**src/rtl/apb_slave_regfile.sv**
```systemverilog
// APB completer with a small register file and a fixed number of wait states.
// Every transfer is decoded in setup, held low on pready for WAIT_STATES enable
// cycles, then completed. Addresses at or above NUM_REGS read 0 and ignore writes.
// Optional macro APB_SLVERR_EN adds a pslverr port, asserted alongside pready for
// unmapped accesses.
module apb_slave_regfile #(
    parameter int unsigned ADDR_W      = 3,
    parameter int unsigned DATA_W      = 5,
    parameter int unsigned NUM_REGS    = 6,
    parameter int unsigned WAIT_STATES = 1
) (
    input  logic              clk,
    input  logic              preset,
    input  logic              psel,
    input  logic              penable,
    input  logic              pwrite,
    input  logic [ADDR_W-1:0] padd,
    input  logic [DATA_W-1:0] pwdata,
    output logic              pready,
    output logic [DATA_W-1:0] prdata
`ifdef APB_SLVERR_EN
    ,
    output logic              pslverr
`endif
);

    typedef enum logic [1:0] {StIdle, StWait, StReady} state_e;

    // One extra bit so NUM_REGS == 2**ADDR_W is representable.
    localparam logic [ADDR_W:0] NumRegsW = NUM_REGS[ADDR_W:0];
    localparam logic [2:0]      WaitInit = WAIT_STATES[2:0];

    state_e              state_q, state_d;
    logic [2:0]          cnt_q, cnt_d;
    logic [ADDR_W-1:0]   addr_q;
    logic                write_q;
    logic [DATA_W-1:0]   wdata_q;
    logic [DATA_W-1:0]   regs_q [NUM_REGS];

    logic                setup, access, capture;
    logic [ADDR_W-1:0]   idx_sel;
    logic                wr_sel, sel_mapped;
    logic [DATA_W-1:0]   rd_val;
    logic                pready_d, wr_en;
    logic [DATA_W-1:0]   prdata_d;
`ifdef APB_SLVERR_EN
    logic                pslverr_d;
`endif

    assign setup   = psel & ~penable;
    assign access  = psel & penable;
    assign capture = (state_q == StIdle) && setup;

    // In IDLE the transfer is not captured yet, so a zero-wait read looks at the live bus.
    assign idx_sel    = (state_q == StIdle) ? padd : addr_q;
    assign wr_sel     = (state_q == StIdle) ? pwrite : write_q;
    assign sel_mapped = ({1'b0, idx_sel} < NumRegsW);
    assign rd_val     = sel_mapped ? regs_q[idx_sel] : '0;

    // State register.
    always_ff @(posedge clk or posedge preset) begin
        if (preset) state_q <= StIdle;
        else        state_q <= state_d;
    end

    // Next-state decode.
    always_comb begin
        state_d = state_q;
        unique case (state_q)
            StIdle: begin
                if (setup) state_d = (WAIT_STATES == 0) ? StReady : StWait;
            end
            StWait: begin
                if (!psel)                          state_d = StIdle;
                else if (penable && cnt_q == 3'd1)  state_d = StReady;
            end
            StReady: begin
                if (!psel || penable) state_d = StIdle;
            end
            default: state_d = StIdle;
        endcase
    end

    // Next values of the registered outputs, wait counter and write strobe.
    always_comb begin
        pready_d = 1'b0;
        prdata_d = '0;
        cnt_d    = cnt_q;
        wr_en    = 1'b0;
`ifdef APB_SLVERR_EN
        pslverr_d = 1'b0;
`endif
        unique case (state_q)
            StIdle: begin
                if (setup) begin
                    cnt_d = WaitInit;
                    if (WAIT_STATES == 0) begin
                        pready_d = 1'b1;
                        prdata_d = wr_sel ? '0 : rd_val;
`ifdef APB_SLVERR_EN
                        pslverr_d = ~sel_mapped;
`endif
                    end
                end
            end
            StWait: begin
                if (!psel) begin
                    cnt_d = '0;
                end else if (penable) begin
                    cnt_d = cnt_q - 3'd1;
                    if (cnt_q == 3'd1) begin
                        pready_d = 1'b1;
                        prdata_d = wr_sel ? '0 : rd_val;
`ifdef APB_SLVERR_EN
                        pslverr_d = ~sel_mapped;
`endif
                    end
                end
            end
            StReady: begin
                if (access) begin
                    wr_en = write_q & sel_mapped;
                end else if (psel) begin
                    // Master has not raised penable yet: keep the response steady.
                    pready_d = pready;
                    prdata_d = prdata;
`ifdef APB_SLVERR_EN
                    pslverr_d = pslverr;
`endif
                end
            end
            default: ;
        endcase
    end

    // Outputs, transfer capture, counter and register file.
    always_ff @(posedge clk or posedge preset) begin
        if (preset) begin
            pready  <= 1'b0;
            prdata  <= '0;
            cnt_q   <= '0;
            addr_q  <= '0;
            write_q <= 1'b0;
            wdata_q <= '0;
`ifdef APB_SLVERR_EN
            pslverr <= 1'b0;
`endif
            for (int unsigned i = 0; i < NUM_REGS; i++) regs_q[i] <= '0;
        end else begin
            pready <= pready_d;
            prdata <= prdata_d;
            cnt_q  <= cnt_d;
`ifdef APB_SLVERR_EN
            pslverr <= pslverr_d;
`endif
            if (capture) begin
                addr_q  <= padd;
                write_q <= pwrite;
                wdata_q <= pwdata;
            end
            if (wr_en) regs_q[addr_q] <= wdata_q;
        end
    end

endmodule

```
**config.mk**
```make
export PLATFORM = sky130hd
export DESIGN_NAME = apb_slave_regfile
export DESIGN_NICKNAME = d
export VERILOG_FILES = /design/src/rtl/apb_slave_regfile.sv
export SDC_FILE = /design/constraint.sdc
export NUM_CORES = 1
export LEC_CHECK = 0
export CELL_PAD_IN_SITES_DETAIL_PLACEMENT = 1
export CELL_PAD_IN_SITES_GLOBAL_PLACEMENT = 2
export CORE_MARGIN = 3
export CORE_UTILIZATION = 39
export CTS_CLUSTER_SIZE = 30
export DETAILED_ROUTE_END_ITERATION = 8
export PLACE_DENSITY = 0.84
export SYNTH_ARGS = -nofsm -noshare
export SYNTH_HDL_FRONTEND = slang
export SYNTH_SLANG_ARGS = --single-unit
```
**constraint.sdc**
```tcl
create_clock -name clk -period 1.88 [get_ports clk]
set_input_delay 0.282 -clock clk [delete_from_list [all_inputs] [get_ports clk]]
set_output_delay 0.282 -clock clk [all_outputs]
set_load 0.005 [all_outputs]
```
Word level (Yosys, flattened, before mapping)

Index checks and enable logic that the tools add are counted.
Widths: inputs -> output; s select.

Bits in latches: 0
Bits of input ports: 13
Memories kept: 0
ROM bits: 0
Logic and storage cells: 74
RAM bits: 0
Output and inout port bits: 6
Register bits after elaboration: 50

Divide/modulo/power cells: 0
Magnitude comparators: 4
Shift-type cells: 0
Equality and inequality tests: 8
Add/subtract/negate cells: 1
Muxes and demuxes: 33
Reductions and logical operators: 9
Bitwise operators: 6
$mul: 0

Operators with widths:

| cell                | count |
|---|---|
| $mux 5              | 10 |
| $bwmux 30           | 1 |
| $bmux 5 s3          | 1 |
| $demux 5 s3         | 1 |
| $mux 3              | 4 |
| $pmux 5 s2          | 1 |
| $ne 3x3->1 const B  | 3 |
| $ge 4x4->1 const B  | 2 |
| $mux 1              | 8 |
| $mux 2              | 4 |
| $not 3->4           | 2 |
| $pmux 2 s3          | 1 |
| $pmux 3 s2          | 1 |
| $reduce_and 3->1    | 2 |
| $lt 4x1->1 const B  | 1 |
| $ne 2x2->1 const B  | 2 |
| $and 1x1->1         | 3 |
| $eq 3x1->1 const B  | 1 |
| $logic_and 1x1->1   | 3 |
| $lt 3x3->1 const B  | 1 |
| $sub 3x1->3 const B | 1 |
| $eq 2x1->1 const B  | 1 |
| $eq 2x2->1 const B  | 1 |
| $logic_not 2->1     | 1 |
| other kinds (5)     | 5 |

Longest topological paths before layout

Depth after elaboration: 12
Gate-level depth with buffers: 7
Gate-level depth less buffers: 6

Worst setup path after synthesis

OpenSTA, ideal clock, no wires.

Path kind: reg-to-reg
Start point: reg state_q[1]
End point: reg prdata[4]
Path buffers: 2
Stages on the path, launching flop included: 7
Library setup time: 0.110 ns
Slack: 0.163 ns
Period minus slack after synthesis: 1.717 ns
Required time: 1.770 ns
Arrival time: 1.606 ns
Cells stage by stage: dfrtp_1 buf_6 nor2_2 mux2i_2 buf_2 a211oi_1 o41ai_1

Longest elaborated chain between the ends: 12
Elaborated cells on any way between the ends: 17
Those cells by class: order compare (1); eq/ne (3); mux (11); bitwise (1); reduce/logical (1)

RTL lines:

| element                                   | RTL line | source |
|---|---|---|
| start, declared                           | 33       | `state_e state_q, state_d;` |
| start signal, assigned                    | 62       | `if (preset) state_q <= StIdle;` |
| start signal, assigned                    | 63       | `else state_q <= state_d;` |
| $logic_not 2->1                           | 55, 56   |  |
| $mux 3                                    | 55       | `assign idx_sel = (state_q == StIdle) ? padd : addr_q;` |
| $not 3->4 (not written as such)           | 58       | `assign rd_val = sel_mapped ? regs_q[idx_sel] : '0;` |
| $bmux 5 s3                                | 58       |  |
| $mux 5 (not written as such) (2 in a row) | 58       |  |
| $mux 5                                    | 58       |  |
| $mux 5                                    | 113      | `prdata_d = wr_sel ? '0 : rd_val;` |
| $mux 5                                    | 111      | `if (cnt_q == 3'd1) begin` |
| $mux 5                                    | 109      | `end else if (penable) begin` |
| $mux 5                                    | 107      | `if (!psel) begin` |
| $pmux 5 s2                                | 93       | `unique case (state_q)` |
| end signal, assigned                      | 151      | `prdata <= prdata_d;` |
| end, declared                             | 20       | `output logic [DATA_W-1:0] prdata` |

Several ways; a longest one is shown, not always the timed one. The select of a mux whose other input is x is not followed.
A chain may end at the register's enable or synchronous reset.

Worst setup path in the final report

Start point: reg state_q[1]
End point: reg prdata[3]

The elaborated chain is that of the path after synthesis.

==> summary.md <==
| Metric | Value |
|---|---|
| Die boundary height | `~88 µm` |
| IO buf count | `18` |
| Antenna Violating Nets Remaining | `0` |
| Data arrival at the endpoint of the critical path | `2060 ps` |
| Type of origin of the critical path | `flip-flop` |
| Hold slack | `approximately 270 ps` |
| Max-Slew Margin vs Limit | `0.692` |
| Width of the die | `between 80 and 90 µm` |
| Most used flip-flop cell after synthesis | `sky130_fd_sc_hd__dfrtp_1` |
| Grt total ovfl | `0` |
| Multiplexer fraction of the synthesized cell area | `0.183` |
| Fraction of the yosys area taken by sequential cells | `0.477` |
| Hold violation count in the final report | `0` |
| Number of failing setup endpoints in the final timing report | `0` |
| Synth Area in Simple Gates | `0.105` |
| Final critical-path share of the clock period | `0.997` |
| CTS root buf | `sky130_fd_sc_hd__clkbuf_8` |
| Cell taking the most area after synthesis | `sky130_fd_sc_hd__dfrtp_1` |
| Starting DRT DRC Count | `64` |
| Setup Slack @ Placement | `-227 ps` |
| Required @ worst endpoint | `2070 ps` |
| I/O pin count | `19` |
| Adder-cell share of the synthesized area | `0.00954` |
| Antenna diode count | `0` |
| # rows | `29` |
| Count of state elements after synthesis | `50` |
| Max Clock Skew | `between 9 and 10 ps` |
| Total via count after detailed routing | `approximately 2.0k` |
| Number of enable flip-flop cells after synthesis | `0` |
| Kind of end point of the critical path | `flip-flop` |
| Register-to-Register Path Depth | `5` |
| Detailed Place HPWL | `4970 µm` |
| Die Outline Area | `7740 µm²` |
| Result of the run | `finished clean` |
| Least setup slack across all paths after layout | `5.94 ps` |
| Global-route wire length before repair | `11,300 µm` |
| Slew at the pin closest to its max-slew limit | `between 400 and 500 ps` |
| Biggest fanout along the worst timing path | `5` |
| Worst Path Class, Setup | `reg -> reg` |
| Count of cell types in the netlist | `between 40 and 50` |
| GRT Resource Usage Total | `0.193` |
| Antenna violations before repair | `0` |
| Number of iterations in the first detailed-routing pass | `4` |
| Worst flop-to-flop path endpoint | `prdata[3]` |
| Final-stage net count | `285` |
| Via-per-instance ratio | `5.61` |
| Routed wire length | `about 7000 µm` |
| Combinational family with the most area after synthesis | `multiplexers` |
| Final routed wire length divided by cell count | `20.1 µm` |
| Clock transition at the register clock pins on the worst setup and hold paths after CTS | `around 100 ps` |
| Peak supply drop | `~0.45 mV` |
| Fin Setup TNS | `0 ps` |
| Critical R2R Launch | `state_q[1]` |
| Clock network latency to the later pin of the worst-skew pair | `~310 ps` |
| Most frequent cell after synthesis | `sky130_fd_sc_hd__dfrtp_1` |
| Most area-consuming cells after synthesis | `sky130_fd_sc_hd__dfrtp_1, sky130_fd_sc_hd__mux2_2, sky130_fd_sc_hd__a211oi_1` |
| Cells after synthesis | `233` |
| Largest net degree at the start of global routing | `21` |
| Synth top cells by count | `sky130_fd_sc_hd__dfrtp_1, sky130_fd_sc_hd__mux2_2, sky130_fd_sc_hd__nand2_1, sky130_fd_sc_hd__o21ai_0, sky130_fd_sc_hd__a211oi_1` |
| Max-cap violations | `0` |
| Warnings from Yosys | `0` |
| Net count after synthesis | `248` |
| Static power due to leakage | `~1.5 nW` |
| Final weighted congestion of routability-driven global placement | `roughly 0.76` |
| XOR/XNOR Fraction of Synth Area | `0` |
| Number of hold buffers added after cts | `0` |
| Final slew viol count | `0` |
| Number of buffers on the longest clock path | `2` |
| Internal reg-to-reg setup slack | `6 ps` |
| Final period demand of the worst path | `1870 ps` |
| Area Overhead vs Synth | `25.2%` |
| Total core area | `6420 µm²` |
| Share of post-route cells with drive strength above 1 | `0.351` |
| Highest Clock Rate | `534 MHz` |
| Async set or reset register ratio after synthesis | `1.00` |
| Via count of the first global-routing pass | `approximately 2.1k` |
| Average cell area after synthesis | `11.3 µm²` |
| Share of the synthesized area in the top cell type | `0.477` |
| Clock Sink Count | `50` |
| TritonCTS buffer count | `5` |
| Clock tree from TritonCTS | `done` |
| Hold/Removal Path Class | `in -> async` |
| Starting density of the core | `0.408` |
| Netlist Area Pre-Place | `about 2600 µm²` |
| H-Tree Depth | `2` |
| Ratio of total power to cell area | `806 nW/µm²` |
| Share of the synthesized area in compound gates (AO/OA/AOI/OAI) | `0.180` |
| Number of design rule violations left after detail routing | `0` |
==> metrics by stage <==
| step | instance area [µm²] | power [mW] | utilization | instances |
|---|---|---|---|---|
| after detailed placement | 3050 | 1.80 | 0.474 | 338 |
| after CTS | 3180 | 2.64 | 0.495 | 346 |
| after floorplan | 2620 | 1.57 | - | 233 |
| after global routing | 3280 | 2.78 | 0.511 | 348 |
| final | 3280 | 2.65 | 0.511 | 348 |
| after global placement | 3050 | 1.78 | 0.474 | 338 |
==> flip-flops by register name, summed over array words and instances, names as in the netlist <==
name	count
write_q	1
regs_q	30
cnt_q	3
pready	1
prdata	5
addr_q	3
state_q	2
wdata_q	5
==> area by class of cell <==
class | instances | area [µm²]
Clock buffer | 6 | 82.6
Clock inverter | 2 | 38.8
Fill cell | 663 | 3140
Inverter | 5 | 18.8
Multi-Input combinational cell | 160 | 1330
Sequential cell | 50 | 1250
Tap cell | 77 | 96.3
Timing Repair Buffer | 48 | 462
==> critical path, stage by stage (launching register included) <==
cell and delay [ps]:
sky130_fd_sc_hd__dfrtp_2 460, sky130_fd_sc_hd__buf_12 140, sky130_fd_sc_hd__nor4_1 430, sky130_fd_sc_hd__a21oi_2 120
sky130_fd_sc_hd__a211oi_1 450, sky130_fd_sc_hd__o41ai_2 150
==> repair_timing <==
item	CTS	global route
pin swaps	1	5
setup endpoints to repair	4	30
cloned	0	0
setup buffers	0	2
resized for setup	4	15
==> layout by cell type (no fill, tap or decap), types with 3 or more instances in the layout <==
master / count
sky130_fd_sc_hd__a211oi_1: 16
sky130_fd_sc_hd__a21oi_1: 3
sky130_fd_sc_hd__and2_1: 3
sky130_fd_sc_hd__buf_12: 4
sky130_fd_sc_hd__buf_4: 25
sky130_fd_sc_hd__clkbuf_8: 6
sky130_fd_sc_hd__clkdlybuf4s50_1: 17
sky130_fd_sc_hd__dfrtp_1: 48
sky130_fd_sc_hd__inv_1: 3
sky130_fd_sc_hd__mux2_1: 5
sky130_fd_sc_hd__mux2_2: 28
sky130_fd_sc_hd__mux2_4: 5
sky130_fd_sc_hd__nand2_1: 24
sky130_fd_sc_hd__nand2b_1: 3
sky130_fd_sc_hd__nor2_1: 3
sky130_fd_sc_hd__o211ai_1: 15
sky130_fd_sc_hd__o21ai_0: 17
sky130_fd_sc_hd__o21ai_1: 3
sky130_fd_sc_hd__o41ai_2: 5
==> worst max-delay path by stage <==
stage,depth (start not counted),to,start
floorplan,6,prdata[4],state_q[1]
global placement,6,regs_q[13],psel
detailed placement,5,regs_q[1],psel
CTS,5,prdata[3],state_q[1]
global route,5,prdata[3],state_q[1]
finish,5,prdata[3],state_q[1]
==> per-layer routing <==
| metal | up-vias | share of wire | global-route usage |
|---|---|---|---|
| met5 | - | 0 | 0 |
| met4 | 0 | 0.014 | 0.0516 |
| met3 | 7 | 0.023 | 0.0329 |
| met2 | 25 | 0.50 | 0.310 |
| met1 | 994 | 0.46 | 0.269 |
| li1 | 927 | - | - |
==> where the power goes <==
part / internal [mW] / switching [mW]
Sequential: 1.16 / 0.140
Clock: 0.438 / 0.377
Combinational: 0.251 / 0.284
Total: 1.85 / 0.801
==> logic make-up after synthesis <==
kind of cell             after synthesis
AO/OA/AOI/OAI                         67
AND/OR/NAND/NOR                       50
flip-flops                            50
multiplexers                          41
buffers and inverters                 23
adder cells (fa/ha/maj)                2
No activity file was read; power rests on OpenSTA's default activity.
